### src/rtl/imem_arbiter.sv
// Fetch / loader arbiter for the single-port instruction memory, with burst lock and 1-cycle read return routing.
// Optional fetch starvation guard during loader bursts: define IMEM_ARB_STARVE_GUARD_EN.
module imem_arbiter #(
    parameter int AW           = 32,
    parameter int DW           = 32,
    parameter int STARVE_LIMIT = 4
) (
    input  logic          clk,
    input  logic          rst,
    input  logic          f_req,
    input  logic [AW-1:0] f_addr,
    output logic          f_gnt,
    output logic          f_valid,
    output logic [DW-1:0] f_rdata,
    output logic          stall_f,
    input  logic          l_req,
    input  logic          l_we,
    input  logic [AW-1:0] l_addr,
    input  logic [DW-1:0] l_wdata,
    input  logic          l_last,
    output logic          l_gnt,
    output logic          l_valid,
    output logic [DW-1:0] l_rdata,
    output logic          m_en,
    output logic          m_we,
    output logic [AW-1:0] m_addr,
    output logic [DW-1:0] m_wdata,
    input  logic [DW-1:0] m_rdata
);

    // state | meaning
    // IDLE  | round-robin between fetch and loader, one beat per cycle
    // LOAD  | loader burst in progress, port locked to the loader
    typedef enum logic {
        IDLE = 1'b0,
        LOAD = 1'b1
    } state_t;

    state_t state, state_next;
    logic   last_win, last_win_next;   // 1 = loader won the most recent grant
    logic   rd_pend, rd_owner;         // rd_owner 1 = loader read in flight
    logic   force_fetch;

    if (STARVE_LIMIT < 1 || STARVE_LIMIT > 15) begin : g_limit_check
        $error("imem_arbiter: STARVE_LIMIT must be in 1..15");
    end

`ifdef IMEM_ARB_STARVE_GUARD_EN
    logic [3:0] starve_cnt, starve_cnt_next;

    assign force_fetch = (state == LOAD) && (starve_cnt == 4'(STARVE_LIMIT)) && f_req;

    // The beat that opens a burst from IDLE counts toward the limit.
    always_comb begin
        starve_cnt_next = starve_cnt;
        if (f_gnt || (state == IDLE && !(l_gnt && !l_last))) begin
            starve_cnt_next = 4'd0;
        end else if (l_gnt && starve_cnt != 4'hF) begin
            starve_cnt_next = starve_cnt + 4'd1;
        end
    end

    always_ff @(posedge clk) begin
        if (!rst) begin
            starve_cnt <= 4'd0;
        end else begin
            starve_cnt <= starve_cnt_next;
        end
    end
`else
    assign force_fetch = 1'b0;
`endif

    always_comb begin
        state_next = state;
        f_gnt      = 1'b0;
        l_gnt      = 1'b0;
        if (rst) begin
            case (state)
                IDLE: begin
                    if (f_req && l_req) begin
                        f_gnt = last_win;
                        l_gnt = !last_win;
                    end else begin
                        f_gnt = f_req;
                        l_gnt = l_req;
                    end
                    if (l_gnt && !l_last) begin
                        state_next = LOAD;
                    end
                end
                LOAD: begin
                    if (force_fetch) begin
                        f_gnt = 1'b1;
                    end else begin
                        l_gnt = l_req;
                        if (l_req && l_last) begin
                            state_next = IDLE;
                        end
                    end
                end
                default: state_next = IDLE;
            endcase
        end
    end

    always_comb begin
        last_win_next = last_win;
        if (f_gnt) begin
            last_win_next = 1'b0;
        end else if (l_gnt) begin
            last_win_next = 1'b1;
        end
    end

    always_ff @(posedge clk) begin
        if (!rst) begin
            state    <= IDLE;
            last_win <= 1'b1;
            rd_pend  <= 1'b0;
            rd_owner <= 1'b0;
        end else begin
            state    <= state_next;
            last_win <= last_win_next;
            rd_pend  <= f_gnt || (l_gnt && !l_we);
            rd_owner <= l_gnt;
        end
    end

    assign m_en    = f_gnt | l_gnt;
    assign m_we    = l_gnt & l_we;
    assign m_addr  = l_gnt ? l_addr : f_addr;
    assign m_wdata = l_gnt ? l_wdata : '0;

    assign stall_f = rst & f_req & ~f_gnt;

    // Valids are masked by rst so a read granted just before reset is dropped.
    assign f_valid = rst & rd_pend & ~rd_owner;
    assign l_valid = rst & rd_pend & rd_owner;
    assign f_rdata = f_valid ? m_rdata : '0;
    assign l_rdata = l_valid ? m_rdata : '0;

endmodule

### config.mk
export PLATFORM = sky130hd
export DESIGN_NAME = imem_arbiter
export DESIGN_NICKNAME = d
export VERILOG_FILES = /design/src/rtl/imem_arbiter.sv
export SDC_FILE = /design/constraint.sdc
export NUM_CORES = 1
export LEC_CHECK = 0
export ABC_CLOCK_PERIOD_IN_PS = 1510
export CAP_MARGIN = 20
export CORE_AREA = 4 4 103 105
export DETAILED_ROUTE_END_ITERATION = 8
export DIE_AREA = 0 0 107 109
export SLEW_MARGIN = 5
export SYNTH_ARGS = -nofsm -noshare
export SYNTH_HDL_FRONTEND = slang
export SYNTH_SLANG_ARGS = --single-unit
### constraint.sdc
create_clock -name clk -period 1.51 [get_ports clk]
set_input_delay 0.302 -clock clk [delete_from_list [all_inputs] [get_ports clk]]
set_output_delay 0.302 -clock clk [all_outputs]
set_load 0.05 [all_outputs]
==> results.toml, run 1 <==
[placed_design]
routabilityCongestion = 0.741
dp_slack_ps = -682
dp_hpwl_mm = 8.17
portBuffers = 268
dp.cells = 570
placed_cell_area_um2 = 5370

[cells_and_area]
fin_util_pct = 62.3
layout_common_cells = "clkdlybuf4s50_1, buf_12, and2_4, buf_6, mux2_4"
n_fill_cell = 786
final_cells = 592
drive_gt1_share_pct = 68.4
diodes = 0
area_growth_pct = 349
final_cell_area_um2 = 6000
finalNetCount = 595
layout_commonest_cell = "clkdlybuf4s50_1"

[logic_synthesis]
seq_area_frac_synth_pct = 5.99
yosys.area_share.simple_pct = 51.4
synth_mux_area_share_pct = 34.5
synth-xor-area-share_pct = 0
syn_area_um2 = 1340
synth_top_family_by_area = "simple AND/OR/NAND/NOR gates"
synth_compound_area_share_pct = 1.50
netlist_instances = 167
synth.distinct_cells = 20
syn_avg_cell_area_um2 = 8.01
ys_ff_latch = 4
synth_nets = 301
synth_fa_ha_area_share_pct = 0
ys_warn_count = 0

[cts]
clockRootBuffer = "clkbuf_8"
insertion_delay_ps = 220
htree_levels = 1
cts.sinks = 4
cts_tree = "built"
cts_hold_buf = 0
cts_buffer_depth = 2
cts_buffers = 3
path_clk_slew_ps = 30

[floorplan]
core_area_um2 = 9640
die_h_um = 109
die_w_um = 107
die_area_um2 = 11700
ioPinCount = 269
initial_utilization_pct = 13.9
core.rowCount = 36

[sta]
fin_ws_ps = -373
finalHoldViolations = 0
setup_viol = 117
max-slew-margin-rel_pct = 87.5
finalCritPeriodShare_pct = 125
fin_tns_setup_ps = -25490
slew_violations = 0
final.min_clock_period_ps = 1880
rsz0062_at_grt = "true"
fmax_mhz = 531
worst_pin_slew_ps = 188
hold_ws_ps = 448
clock_skew_ps = 2.53

[critical_path]
r2r_setup_slack_ps = 410
worstPathArrival_ps = 1580
reg2reg_to = "rd_pend"
r2r-start = "state"
critical_path_required_ps = 1210
crit_type = "reg -> out"
crit_path_start_kind = "register"
crit_start = "state"
path_max_fanout = 6
rr_worst_depth = 4
cp-endpoint = "m_addr[0]"
crit_path_end_kind = "output port"

[drt]
ant_nets = 0
vias = 2350
drc = 0
vias_per_cell = 3.97
routedWlPerCell_um = 16.9
initialDrtViolationCount = 38
wl_mm = 10.0
firstDrtPassIters = 4

[grt]
gr-usage-met2_pct = 35.6
grt_overflow = 0
grt_use_met3_pct = 6.81
grtUsageMet1_pct = 12.7
grt_max_degree = 35
antenna_found_initial = 0
grt-busiest-layer = "met2"
grt_use_total_pct = 16.1
grt_pass1_wl_mm = 14.4
first_global_vias = 2714

[pwr]
leakage_nw = 2.65
ir_drop_mv = 0.222
power_mw = 2.26
powerDensity_nw_per_um2 = 377

[flow_run]
cap_violations = 0

[status]
violations = "setup timing"
status = "complete, but fails checks"

[worst_hold_path]
hold_class = "in -> reg"
==> final cells by class <==
type / count / area [um2] / area share, %
multi-input cells: 147 / 1430 / 23.9
clock buffers: 3 / 41.3 / 0.688
repair buffers: 301 / 4250 / 70.7
well taps: 133 / 166 / 2.77
inverters: 4 / 30.0 / 0.500
flip-flops and latches: 4 / 85.1 / 1.42
==> worst min-delay path by stage <==
stage,to,startpoint,cells past startpoint
2_1_floorplan,last_win,rst,1
3_3_place_gp,state,state,3
3_5_place_dp,state,state,3
4_1_cts,last_win,rst,3
5_1_grt,last_win,rst,3
6_report,last_win,rst,3
==> sequential cells by signal, indices dropped and copies added, names as in the netlist <==
register and cells:
rd_pend 1, last_win 1, rd_owner 1, state 1
==> critical path, stage by stage (launching register included) <==
cell,delay (ps)
dfxtp_2,310
nand3b_1,210
nand3_4,190
buf_6,170
mux2_4,330
buf_12,150
==> report_power, final <==
group / leakage (nW) / internal, mW / switching, mW
logic: 2.59 / 1.04 / 0.878
registers: 0.0338 / 0.116 / 0.00471
clock network: 0.0216 / 0.170 / 0.0534
==> logic make-up after synthesis <==
logic type / Yosys count
flops: 4
simple gates: 111
mux: 32
buf+inv: 16
compound gates: 4
==> layer usage <==
| metal | up-vias | wire length [um] | share of wire [%] |
|---|---|---|---|
| met1 | 1052 | 2720 | 27 |
| met3 | 13 | 1130 | 11 |
| met4 | 0 | 153 | 1.5 |
| met2 | 166 | 6010 | 60 |
| met5 | - | 0 | 0 |
| li1 | 1119 | - | - |
==> cell usage after synthesis (all sizes together) <==
| cell type | instances | share of area [%] |
|---|---|---|
| and3 | 1 | 0.47 |
| nor2 | 2 | 0.75 |
| inv | 4 | 1.1 |
| dfxtp | 4 | 6.0 |
| nand3 | 1 | 1.3 |
| a21oi | 2 | 0.75 |
| nand2 | 7 | 2.0 |
| nand2b | 1 | 0.47 |
| o21ai | 2 | 0.75 |
| and2 | 97 | 45 |
| mux2 | 32 | 35 |
| buf | 6 | 3.6 |
| nand3b | 1 | 0.56 |
| nand4 | 1 | 0.47 |
| clkbuf | 6 | 1.9 |
==> what timing repair did <==
item	in CTS	in global routing
setup buffers	17	6
endpoints found under the setup margin	135	134
gates resized for setup	144	13
cloned	9	1
pin swaps	31	24
Note: power is estimated with default switching activity, not from simulation.
==> run 2: changes to the inputs <==
--- a/config.mk
+++ b/config.mk
@@ -7,9 +7,12 @@
 export LEC_CHECK = 0
 export ABC_CLOCK_PERIOD_IN_PS = 1510
 export CAP_MARGIN = 20
-export CORE_AREA = 4 4 103 105
+export CELL_PAD_IN_SITES_DETAIL_PLACEMENT = 1
+export CELL_PAD_IN_SITES_GLOBAL_PLACEMENT = 2
+export CORE_MARGIN = 4
+export CORE_UTILIZATION = 10
 export DETAILED_ROUTE_END_ITERATION = 8
-export DIE_AREA = 0 0 107 109
+export PLACE_DENSITY_LB_ADDON = 0.1
 export SLEW_MARGIN = 5
 export SYNTH_ARGS = -nofsm -noshare
 export SYNTH_HDL_FRONTEND = slang
==> run 2 against run 1 <==
  * The run still ends with setup timing left
  * Clock skew shrank 1.6 ps
  * Setup slack lost 19 ps
  * Wire length grew 10%
  * Flip-flop and latch count is the same
  * Via count grew 0.89%
  * Combinational power grew 3%
  * Clock power grew 84%
  * Critical endpoint is now m_addr[25]
  * Highest routed layer unchanged
==> results.toml, run 2 (synthesis results as in run 1) <==
[grt]
grt_pass1_wl_mm = 15.4
grt_overflow = 0
grt_max_degree = 35
antenna_found_initial = 0
grt_use_total_pct = 13.1
first_global_vias = 2740

[placed_design]
portBuffers = 268
routabilityCongestion = 0.734
dp_hpwl_mm = 9.18

[sta]
final.min_clock_period_ps = 1900
setup_viol = 134
finalHoldViolations = 0
rsz0062_at_grt = "true"
fin_ws_ps = -392
fmax_mhz = 526
max-slew-margin-rel_pct = 87.4
worst_pin_slew_ps = 187
clock_skew_ps = 0.900
finalCritPeriodShare_pct = 126
slew_violations = 0

[floorplan]
core_area_um2 = 12900
die_area_um2 = 15300
die_h_um = 124
die_w_um = 124
initial_utilization_pct = 10.4
ioPinCount = 269
core.rowCount = 41

[status]
status = "complete, but fails checks"
violations = "setup timing"

[drt]
wl_mm = 11.0
initialDrtViolationCount = 30
vias = 2371
drc = 0
ant_nets = 0
routedWlPerCell_um = 17.2
vias_per_cell = 3.70
firstDrtPassIters = 3

[cts]
insertion_delay_ps = 220
cts_hold_buf = 0
path_clk_slew_ps = 30
clockRootBuffer = "clkbuf_16"
cts_tree = "built"
cts.sinks = 4
htree_levels = 1
cts_buffers = 3
cts_buffer_depth = 2

[cells_and_area]
layout_common_cells = "clkdlybuf4s50_1, buf_12, and2_4, buf_6, mux2_4"
diodes = 0
drive_gt1_share_pct = 69.3
fin_util_pct = 48.2
finalNetCount = 605
layout_commonest_cell = "clkdlybuf4s50_1"
area_growth_pct = 364
n_fill_cell = 1344
multi_input_area_um2 = 1460
register_area_um2 = 85.1

[critical_path]
crit_path_end_kind = "output port"
slowest_delay_ps = 300
path_cells = "nand3b_1, nand3_4, buf_12, buf_12, mux2_4, buf_6"
slowest_stage = "dfxtp_2"
crit_type = "reg -> out"
crit_buf_inv = 3
critical_path_required_ps = 1210
path_max_fanout = 6
crit_path_frequent_cell = "buf_12"
crit_path_start_kind = "register"
cpLargestDelayFamily = "buffers and inverters"
worstPathArrival_ps = 1600

[pwr]
powerDensity_nw_per_um2 = 403
ir_drop_mv = 0.386
power_mw = 2.50
leakage_nw = 2.74

[worst_hold_path]
hold_class = "in -> reg"

[flow_run]
cap_violations = 0
## run 2: changes by cell type in the layout (fill, tap and decap cells not counted), sizes merged
cell,change
buf,+9
clkdlybuf4s15,-1
dlygate4sd2,+1
inv,+1
## run 2: worst paths after layout
check	from	end	slack, ps	cells after the start
worst min-delay path	rst	last_win	520	4
worst max register to register	state	rd_pend	200	6
worst max-delay path	state	m_addr[25]	-390	6
worst min register to register	state	state	580	3
## run 2: through the flow
step	cells	hold slack [ps]	setup TNS, ps	cell area (um2)	worst slack [ps]
2_1_floorplan	167	364	-257	1420	-23.9
3_3_place_gp	610	569	-71450	5400	-611
3_5_place_dp	610	608	-74900	5400	-662
4_1_cts	639	518	-31770	6150	-498
5_1_grt	641	539	-38470	6210	-473
6_report	641	517	-28580	6210	-392
## run 2: worst register-to-register path, cell delays in order (launching register included)
cell and delay [ps]:
dfxtp_2 310, nand3b_1 170, nand3_4 130, buf_12 170, buf_12 130, buf_4 130, o21ai_0 180
## run 2: routing by layer
layer	part of all wire [%]	routed length, um	track usage [%]
met5	0	0	0
met4	0.42	46	1.87
met3	12	1300	5.86
met1	31	3370	12.6
met2	57	6320	25.9
## run 2: where the power goes
part           leakage [nW]  internal (mW)  total (mW)  switching (mW)
clock network        0.0370          0.338       0.410          0.0720
registers            0.0338          0.116       0.121         0.00509
logic                  2.67           1.08        1.97           0.895
total                  2.74           1.53        2.50           0.972
## run 2: layout make-up
class,instances,area share (%)
Multi-Input combinational cell,147,23.4
Sequential cell,4,1.37
Clock buffer,3,1.21
Timing Repair Buffer,310,69.9
Inverter,4,0.484
Tap cell,172,3.47
Timing Repair inverter,1,0.181
## run 2: repair_timing
item,4_1_cts,5_1_grt
pin swaps,39,17
gates resized for setup,147,39
endpoints found under the hold margin,0,0
endpoints found under the setup margin,135,133
gates cloned,6,2
buffers inserted,21,10
